File: config.mk
export PLATFORM = sky130hd
export DESIGN_NAME = return_address_stack
export DESIGN_NICKNAME = d
export VERILOG_FILES = /design/src/rtl/return_address_stack_pkg.sv /design/src/rtl/return_address_stack_ras_regfile.sv /design/src/rtl/return_address_stack.sv
export SDC_FILE = /design/constraint.sdc
export NUM_CORES = 1
export LEC_CHECK = 0
export CAP_MARGIN = 25
export CORE_AREA = 2 2 204 206
export DETAILED_ROUTE_END_ITERATION = 8
export DIE_AREA = 0 0 206 208
export PLACE_DENSITY = 0.65
export SYNTH_ARGS = -nofsm -noshare
export SYNTH_HDL_FRONTEND = slang
export SYNTH_SLANG_ARGS = --single-unit
File: constraint.sdc
create_clock -name CLK -period 3.7 [get_ports CLK]
set_input_delay 1.11 -clock CLK [delete_from_list [all_inputs] [get_ports CLK]]
set_output_delay 1.11 -clock CLK [all_outputs]
set_load 0.05 [all_outputs]
File: src/rtl/return_address_stack_pkg.sv
// Shared return-address-stack defaults, decoder opcode constants and the
// per-cycle stack operation select.
package return_address_stack_pkg;

  localparam int RAS_DEPTH = 8;
  localparam int RAS_AW    = 32;
  localparam int RAS_CNTW  = 16;

  // Opcode/function fields the control decoder uses for jal and jr.
  localparam logic [5:0] OP_SPECIAL = 6'h00;
  localparam logic [5:0] OP_JAL     = 6'h03;
  localparam logic [5:0] FUNCT_JR   = 6'h08;

  typedef enum logic [1:0] {
    STK_IDLE,
    STK_PUSH,
    STK_POP
  } stk_op_e;

  // A jal wins over a jr; a pop of an empty stack is dropped.
  function automatic stk_op_e stk_op(input logic go, input logic jal,
                                     input logic jr, input logic nonempty);
    if (go && jal) return STK_PUSH;
    if (go && jr && nonempty) return STK_POP;
    return STK_IDLE;
  endfunction

endpackage

File: src/rtl/return_address_stack_ras_regfile.sv
// DEPTH x AW return-address storage: one write port, asynchronous read,
// asynchronous active-low clear.
module ras_regfile #(
  parameter int DEPTH = 8,
  parameter int AW    = 32,
  parameter int PW    = $clog2(DEPTH)
) (
  input  logic          clk,
  input  logic          rst_n,
  input  logic          wr_en,
  input  logic [PW-1:0] wr_addr,
  input  logic [AW-1:0] wr_data,
  input  logic [PW-1:0] rd_addr,
  output logic [AW-1:0] rd_data
);

  logic [AW-1:0] mem_q [DEPTH];
  logic [AW-1:0] mem_d [DEPTH];

  always_comb begin
    mem_d = mem_q;
    if (wr_en) mem_d[wr_addr] = wr_data;
  end

  always_ff @(posedge clk or negedge rst_n) begin
    if (!rst_n) mem_q <= '{default: '0};
    else        mem_q <= mem_d;
  end

  assign rd_data = mem_q[rd_addr];

endmodule

File: src/rtl/return_address_stack.sv
// Circular return-address stack: pushes on jal, predicts jr targets from the
// top entry, checks them in EX and keeps saturating jr/miss statistics.
module return_address_stack
  import return_address_stack_pkg::*;
#(
  parameter int DEPTH = RAS_DEPTH,
  parameter int AW    = RAS_AW,
  parameter int CNTW  = RAS_CNTW
) (
  input  logic            CLK,
  input  logic            Reset_L,
  input  logic            id_valid,
  input  logic            id_stall,
  input  logic            flush,
  input  logic            id_jal,
  input  logic            id_jr,
  input  logic [AW-1:0]   id_pc_plus4,
  output logic            pred_valid,
  output logic [AW-1:0]   pred_target,
  input  logic            ex_jr_valid,
  input  logic            ex_pred_valid,
  input  logic [AW-1:0]   ex_pred_target,
  input  logic [AW-1:0]   ex_actual_target,
  output logic            mispredict,
  output logic [AW-1:0]   redirect_pc,
  output logic [CNTW-1:0] jr_count,
  output logic [CNTW-1:0] miss_count
);

  localparam int PW = $clog2(DEPTH);
  localparam int CW = PW + 1;
  localparam logic [CW-1:0] FULL = CW'(DEPTH);

  logic [PW-1:0]   tp_q, tp_d, tp_inc;
  logic [CW-1:0]   count_q, count_d;
  logic [CNTW-1:0] jr_cnt_q, jr_cnt_d;
  logic [CNTW-1:0] miss_cnt_q, miss_cnt_d;
  logic [AW-1:0]   top_data;
  logic            go;
  logic            wr_en;
  stk_op_e         op;

  assign go     = id_valid & ~id_stall & ~flush;
  assign op     = stk_op(go, id_jal, id_jr, count_q != '0);
  assign tp_inc = tp_q + PW'(1);

  ras_regfile #(
    .DEPTH (DEPTH),
    .AW    (AW),
    .PW    (PW)
  ) u_regfile (
    .clk     (CLK),
    .rst_n   (Reset_L),
    .wr_en   (wr_en),
    .wr_addr (tp_inc),
    .wr_data (id_pc_plus4),
    .rd_addr (tp_q),
    .rd_data (top_data)
  );

  // When full, the push lands on the oldest slot and count holds at DEPTH.
  always_comb begin
    tp_d    = tp_q;
    count_d = count_q;
    wr_en   = 1'b0;
    unique case (op)
      STK_PUSH: begin
        tp_d    = tp_inc;
        wr_en   = 1'b1;
        count_d = (count_q == FULL) ? count_q : count_q + CW'(1);
      end
      STK_POP: begin
        tp_d    = tp_q - PW'(1);
        count_d = count_q - CW'(1);
      end
      default: ;
    endcase
  end

  assign pred_valid  = id_valid & id_jr & (count_q != '0);
  assign pred_target = pred_valid ? top_data : '0;

  assign mispredict  = ex_jr_valid & (~ex_pred_valid | (ex_pred_target != ex_actual_target));
  assign redirect_pc = mispredict ? ex_actual_target : '0;

  always_comb begin
    jr_cnt_d   = jr_cnt_q;
    miss_cnt_d = miss_cnt_q;
    if (ex_jr_valid && (jr_cnt_q != '1))  jr_cnt_d   = jr_cnt_q + CNTW'(1);
    if (mispredict && (miss_cnt_q != '1)) miss_cnt_d = miss_cnt_q + CNTW'(1);
  end

  always_ff @(posedge CLK or negedge Reset_L) begin
    if (!Reset_L) begin
      tp_q       <= '0;
      count_q    <= '0;
      jr_cnt_q   <= '0;
      miss_cnt_q <= '0;
    end else begin
      tp_q       <= tp_d;
      count_q    <= count_d;
      jr_cnt_q   <= jr_cnt_d;
      miss_cnt_q <= miss_cnt_d;
    end
  end

  assign jr_count   = jr_cnt_q;
  assign miss_count = miss_cnt_q;

endmodule

==> out/qor.yml, run 1 <==
outcome: "finished, violations left"
violations: "negative setup slack"
yosysTopAreaCellShare: 0.523
seq_area_frac_synth: 0.523
floorplan.io_pins: 203
initial_core_util: 0.348
timing.max_cap.violations: 0
dominantRegCellSynth: "sky130_fd_sc_hd__dfrtp_1"
grt_setup_unrepaired: "yes"
antenna_found_initial: 2
fraction_of_final_layout_cells_with_drive_strength_greater_than_1: 0.481
crit_chain: "buf_6 -> xor2_2 -> nor4_2 -> buf_4 -> nand3_4 -> o31a_4 -> clkbuf_16 -> and2_4 -> buf_12"
clockRootBuffer: "sky130_fd_sc_hd__clkbuf_16"
worst_clock_skew_ns: 0.0174
post-route-util: 0.472
dpl.hpwl_um: 22500
detailed_router_s_first_iteration_violation_count: 383
clock_tree_from_tritoncts: "built"
number_of_synthesized_flops_with_an_enable_pin: 0
globalRoute.totalOverflow: 0
first_global_vias: 9985
synth.net_count: 1076
setup_viol_count_final: 33
critPathRequiredTime_ns: 2.59
layout_worst_path_cycle_share: 1.08
share_of_flip_flops_with_an_asynchronous_set_or_reset_after_synthesis: 1.00
drc_errors: 0
grt_pass1_wl_um: 55900
worstPathMaxFanout: 6
die_area_sq_mm: 0.0428
worst_slack_ns: -0.299
rows: 74
global_route.usage.total: 0.166
synth.largest_area_cell: "sky130_fd_sc_hd__dfrtp_1"
route.vias.total: 8984
io_buffers: 202
number_of_cells_traversed_by_the_worst_register_to_register_path: 6
detail_route.wirelength_um: 35100
worst_min_delay_path_category: "reg -> reg"
critPathMaxStageDelay_ns: 0.47
crit_arrival_ns: 2.89
placed_area_sq_mm: 0.0177
final-hold-violation-count: 0
vias_per_cell: 5.08
clock_sink_count: 295
core_area_sq_mm: 0.0406
slew-limit-headroom: 0.584
stages_on_worst_setup_path: 9
worstSkewPairLatency_ns: 0.51
numCtsBuffers: 34
synth.top_cells.by_area: "sky130_fd_sc_hd__dfrtp_1 52%, sky130_fd_sc_hd__mux2_2 19%, sky130_fd_sc_hd__mux4_2 10%"
residual_antenna_violating_net_count_after_detailed_routing: 0
worst_hold_path.num_cells: 1
crit_buf_inv: 4
finish.cell_count_without_fillers: 1769
crit_path_end_kind: "output port"
slew_violations: 0
yosys_warnings: 0
place_inst: 1698
p_leak_nw: 8.68
place_worst_setup_slack_ns: -0.856
dieWidth_um: 206
drt-pass1-iter-count: 6
grt_start_max_net_pins: 71
timing.critical_path.slowest_stage_cell: "sky130_fd_sc_hd__o31a_4"
post_synth_instance_area_sq_mm: 0.0141
area_delta_synth_final_pct: 35.7
timing_worst_setup_path_type: "in -> out"
final_net_count: 1321
worst_pin_slew_ns: 0.624
netlist_top_cells_count: "295 x sky130_fd_sc_hd__dfrtp_1, 243 x sky130_fd_sc_hd__mux2_2, 64 x sky130_fd_sc_hd__mux4_2, 50 x sky130_fd_sc_hd__nor2_1, 40 x sky130_fd_sc_hd__xor2_1"
floorplan.die.height_um: 208
crit_path_start_kind: "input pin"
cts_max_path_buffers: 3
gpl.final_weighted_congestion: 0.759
period_minus_slack_ns: 4.00
path_clk_slew_ns: 0.06
synth-seq-cells: 295
drt-wirelength-per-cell_um: 19.9
timing.fmax_mhz: 250
final_design_area_no_fill_sq_mm: 0.0191
cts_max_level: 2
synth_cell_type_count: 45
postSynthCellCount: 966
most_repeated_cell_in_the_gate_level_netlist_after_synthesis: "sky130_fd_sc_hd__dfrtp_1"
max-vdd-ir-drop_uv: 357
power.density_mw_per_mm2: 662
critical_path.top_delay_family: "buffers and inverters"
syn_area_per_cell_sq_um: 14.6
-- worst register-to-register path, stage by stage, from the launching register on --
cell and delay, ns:
sky130_fd_sc_hd__dfrtp_2 0.38, sky130_fd_sc_hd__buf_4 0.41, sky130_fd_sc_hd__inv_1 0.10, sky130_fd_sc_hd__ha_1 0.49, sky130_fd_sc_hd__nor4_4 0.39, sky130_fd_sc_hd__buf_4 0.40
sky130_fd_sc_hd__mux2_2 0.40
-- cells by family after synthesis --
group / Yosys count / synth area share
buffers and inverters: 59 / 0.0236
adder cells (fa/ha/maj): 5 / 0.00443
multiplexers: 355 / 0.332
AO/OA/AOI/OAI: 13 / 0.00674
AND/OR/NAND/NOR: 172 / 0.0678
flip-flops: 295 / 0.523
XOR/XNOR: 67 / 0.0427
-- metal layers --
layer	wire [um]	track usage	up-vias
met2	18100	0.292	241
li1	-	-	4006
met4	535	0.0350	2
met1	14300	0.206	4693
met5	16	0	-
met3	2150	0.0396	42
-- final cells by class --
type	count	area, sq um
Fill cell	3519	21400
Sequential cell	295	7390
Multi-Input combinational cell	612	6630
Timing Repair Buffer	263	3270
Clock buffer	49	988
Tap cell	532	666
Clock inverter	12	181
Inverter	5	18.8
Antenna cell	1	2.50
-- worst paths after layout --
check	slack, ns	to	start
max	-0.30	redirect_pc[0]	ex_pred_target[21]
min	0.48	u_regfile.mem_q[31]	u_regfile.mem_q[31]
max reg2reg	1.01	u_regfile.mem_q[206]	tp_q[1]
min reg2reg	0.48	u_regfile.mem_q[31]	u_regfile.mem_q[31]
max in group asynchronous	2.29	jr_count[6]	Reset_L
min in group asynchronous	0.55	u_regfile.mem_q[230]	Reset_L
-- flip-flops by register name, summed over array words and instances, names as in the netlist --
register,count
jr_count,16
count_q,4
tp_q,3
u_regfile.mem_q,256
miss_count,16
-- through the flow --
stage               setup TNS [ns]  hold WS, ns  power [mW]
finish                       -9.09        0.483        12.7
global route                -12.00        0.513        13.3
CTS                         -12.05        0.489        12.8
detailed placement          -27.81        0.476        9.21
global placement            -27.65        0.467        9.08
floorplan                   -0.164        0.453        7.68
-- cell usage in the layout (no fill, tap or decap), types with 9 or more instances in the layout --
cell and count:
sky130_fd_sc_hd__dfrtp_1 292, sky130_fd_sc_hd__mux2_2 243, sky130_fd_sc_hd__buf_12 77, sky130_fd_sc_hd__clkdlybuf4s50_1 73, sky130_fd_sc_hd__mux4_2 64, sky130_fd_sc_hd__buf_4 43
sky130_fd_sc_hd__nor2_1 42, sky130_fd_sc_hd__clkbuf_16 37, sky130_fd_sc_hd__and2_4 32, sky130_fd_sc_hd__mux2i_1 32, sky130_fd_sc_hd__xor2_1 31, sky130_fd_sc_hd__xnor2_1 25
sky130_fd_sc_hd__nand3_1 22, sky130_fd_sc_hd__buf_2 20, sky130_fd_sc_hd__dlygate4sd2_1 17, sky130_fd_sc_hd__nand2_1 16, sky130_fd_sc_hd__mux2_1 16, sky130_fd_sc_hd__clkdlybuf4s15_1 16
sky130_fd_sc_hd__xor2_2 10, sky130_fd_sc_hd__nand4_1 9, sky130_fd_sc_hd__nor2_2 9
-- what timing repair did --
item	in CTS	in global routing
gates resized for setup	178	52
setup buffers	3	1
cloned	3	2
pin swaps	32	27
setup endpoints to repair	36	41
hold buffers	0	0
-- power breakdown --
group / switching, mW / leakage (nW) / internal [mW]
Clock: 1.31 / 0.574 / 2.15
Combinational: 2.01 / 4.20 / 2.41
Sequential: 0.604 / 3.91 / 4.18
(Power assumes the default switching activity.)
==> run 2: changes to the inputs <==
--- a/config.mk
+++ b/config.mk
@@ -6,10 +6,11 @@
 export NUM_CORES = 1
 export LEC_CHECK = 0
 export CAP_MARGIN = 25
-export CORE_AREA = 2 2 204 206
+export CORE_AREA = 4 4 183 185
 export DETAILED_ROUTE_END_ITERATION = 8
-export DIE_AREA = 0 0 206 208
-export PLACE_DENSITY = 0.65
+export DIE_AREA = 0 0 187 189
+export HOLD_SLACK_MARGIN = 0.03
+export PLACE_DENSITY = 0.77
 export SYNTH_ARGS = -nofsm -noshare
 export SYNTH_HDL_FRONTEND = slang
 export SYNTH_SLANG_ARGS = --single-unit
==> out/qor.yml, run 2 (same netlist as run 1, synthesis figures left out) <==
max-vdd-ir-drop_uv: 410  # +15%
largest_register_ffs: 256  # unchanged
final_net_count: 1316  # -0.38%
worst_clock_skew_ns: 0.00981  # -0.00756 ns
gpl.final_weighted_congestion: 0.803  # +5.7%
clock_sink_count: 295  # unchanged
hold_buffers: 0  # unchanged
clock_tree_from_tritoncts: "built"
clockRootBuffer: "sky130_fd_sc_hd__clkbuf_16"
setup-tns-final_ns: -9.75  # -0.654 ns
p_leak_nw: 8.57  # -1.3%
first_global_vias: 9966  # -0.19%
global_route.usage.met2: 0.341  # +0.0492
drt-wirelength-per-cell_um: 21.3  # +7.5%
cts_max_path_buffers: 3  # unchanged
grt_setup_unrepaired: "yes"
worstReg2RegStart: "tp_q[0]"
p_seq_frac: 0.391  # +0.013
residual_antenna_violating_net_count_after_detailed_routing: 0  # unchanged
worstSkewPairLatency_ns: 0.55  # +0.04 ns
ff2ff_setup_slack_ns: 1.07  # +0.06 ns
timing.fmax_mhz: 246  # -1.8%
final_design_area_no_fill_sq_mm: 0.0187  # -2.2%
grt_pass1_wl_um: 55300  # -1.1%
global_route.usage.met1: 0.244  # +0.0381
grtUsageMet3: 0.0474  # +0.00775
globalRoute.totalOverflow: 0  # unchanged
numCtsBuffers: 31  # -8.8%
crit_arrival_ns: 2.96  # +0.07 ns
crit_path_end_kind: "output port"
worstHoldStart: "u_regfile.mem_q[197]"
area_delta_synth_final_pct: 32.7
cts_max_level: 1  # -1
p_clk_frac: 0.257  # -0.016
final_common_cell: "sky130_fd_sc_hd__dfrtp_1"
grt_start_max_net_pins: 93  # +31%
worst_min_delay_path_category: "reg -> reg"
number_of_cells_traversed_by_the_worst_register_to_register_path: 6  # unchanged
critPathRequiredTime_ns: 2.59  # about the same
swShare: 0.315  # +0.00543
setup_viol_count_final: 33  # unchanged
floorplan.die.height_um: 189  # -9.1%
period_minus_slack_ns: 4.07  # +0.0724 ns
die_area_sq_mm: 0.0353  # -18%
worst_pin_slew_ns: 0.750  # +0.126 ns
io_buffers: 202  # unchanged
dpl.hpwl_um: 22400  # -0.58%
worstHoldEndpoint: "u_regfile.mem_q[197]"
slew_violations: 0  # unchanged
dieWidth_um: 187  # -9.2%
placed_area_sq_mm: 0.0175  # -0.85%
r2r_end: "u_regfile.mem_q[66]"
power.density_mw_per_mm2: 655  # -1.1%
floorplan.io_pins: 203  # unchanged
drc_errors: 0  # unchanged
detailed_router_s_first_iteration_violation_count: 406  # +6.0%
regMostFlops: "u_regfile.mem_q"
core_area_sq_mm: 0.0320  # -21%
worst_hold_slack_ns: 0.485  # +0.00172 ns
num-fill-cells: 2476  # -30%
rows: 66  # -11%
layout_worst_path_cycle_share: 1.10  # +0.0196
vias_per_cell: 5.51  # +8.4%
worst_slack_ns: -0.371  # -0.0724 ns
drt-pass1-iter-count: 5  # -1
outcome: "finished, violations left"
violations: "negative setup slack"
initial_core_util: 0.440  # +0.0924
antenna_found_initial: 1  # -1
slew-limit-headroom: 0.500  # -0.0838
internal_power_mw: 8.39  # -4.0%
power_frac_comb: 0.352  # +0.003
timing.max_cap.violations: 0  # unchanged
antenna_diode_count: 0  # -1
worstPathMaxFanout: 8  # +2
global_route.usage.total: 0.196  # +0.0298
crit_path_start_kind: "input pin"
p_sw_mw: 3.87  # -1.6%
fraction_of_final_layout_cells_with_drive_strength_greater_than_1: 0.467  # -0.0148
path_clk_slew_ns: 0.06  # about the same
route.vias.total: 9009  # +0.28%
final-hold-violation-count: 0  # unchanged
timing_worst_setup_path_type: "in -> out"
worst_hold_path.num_cells: 1  # unchanged
most_used_cells_in_the_layout_excluding_fill_and_tap_cells: "292 x sky130_fd_sc_hd__dfrtp_1, 243 x sky130_fd_sc_hd__mux2_2, 76 x sky130_fd_sc_hd__buf_12, 72 x sky130_fd_sc_hd__clkdlybuf4s50_1, 64 x sky130_fd_sc_hd__mux4_2"
detail_route.wirelength_um: 34900  # -0.60%
grt_busiest_layer: "met2"
-- run 2: what timing repair did --
item                                   CTS  global route
setup endpoints to repair               44            36
gates resized for setup                168            33
endpoints found under the hold margin    0             0
pin swaps                               19            12
cloned                                   3             1
buffers inserted                         4             4
-- run 2: stage by stage --
step	std cells	util	total power, mW	setup WS, ns
floorplan	966	-	7.68	-0.0182
global placement	1571	0.547	8.98	-0.707
detailed placement	1571	0.547	9.14	-0.694
CTS	1633	0.582	12.4	-0.333
global route	1636	0.585	12.9	-0.452
finish	1636	0.585	12.3	-0.371
-- run 2: worst max path at each step --
stage / startpoint / endpoint / slack (ns) / cells past startpoint
detailed placement: ex_actual_target[18] / redirect_pc[23] / -0.69 / 8
global route: ex_actual_target[31] / redirect_pc[21] / -0.45 / 10
global placement: ex_actual_target[18] / redirect_pc[25] / -0.71 / 8
floorplan: ex_pred_target[8] / redirect_pc[22] / -0.02 / 6
finish: ex_actual_target[31] / redirect_pc[4] / -0.37 / 10
CTS: ex_pred_target[0] / redirect_pc[10] / -0.33 / 10
-- run 2: area by class of cell --
| type | instances | area [sq um] | area share |
|---|---|---|---|
| tap | 408 | 510 | 0.0273 |
| inverter | 5 | 18.8 | 0.00100 |
| clock inverter | 12 | 148 | 0.00788 |
| clock buffer | 43 | 891 | 0.0476 |
| timing repair buffer | 261 | 3240 | 0.173 |
| sequential | 295 | 7390 | 0.395 |
| multi-input combinational | 612 | 6530 | 0.349 |
-- run 2: power groups by stage --
stage	registers (mW)	clock network [mW]	logic [mW]
6_report	4.79	3.15	4.32
5_1_grt	4.91	3.36	4.62
4_1_cts	4.79	3.23	4.36
3_5_place_dp	4.88	0	4.27
3_3_place_gp	4.81	0	4.17
2_1_floorplan	4.83	0	2.85
-- run 2: worst max-delay path, stage by stage --
cell and delay, ns:
sky130_fd_sc_hd__buf_2 0.12, sky130_fd_sc_hd__xor2_1 0.14, sky130_fd_sc_hd__nor4_1 0.26, sky130_fd_sc_hd__buf_4 0.18, sky130_fd_sc_hd__nand4_1 0.09, sky130_fd_sc_hd__o31a_1 0.40
sky130_fd_sc_hd__buf_6 0.17, sky130_fd_sc_hd__clkbuf_16 0.16, sky130_fd_sc_hd__and2_1 0.18, sky130_fd_sc_hd__buf_12 0.15
-- run 2: metal layers --
layer	vias to the layer above	wire length, um
met4	2	1050
met2	270	17600
li1	3990	-
met1	4686	14000
met3	61	2220
met5	-	12
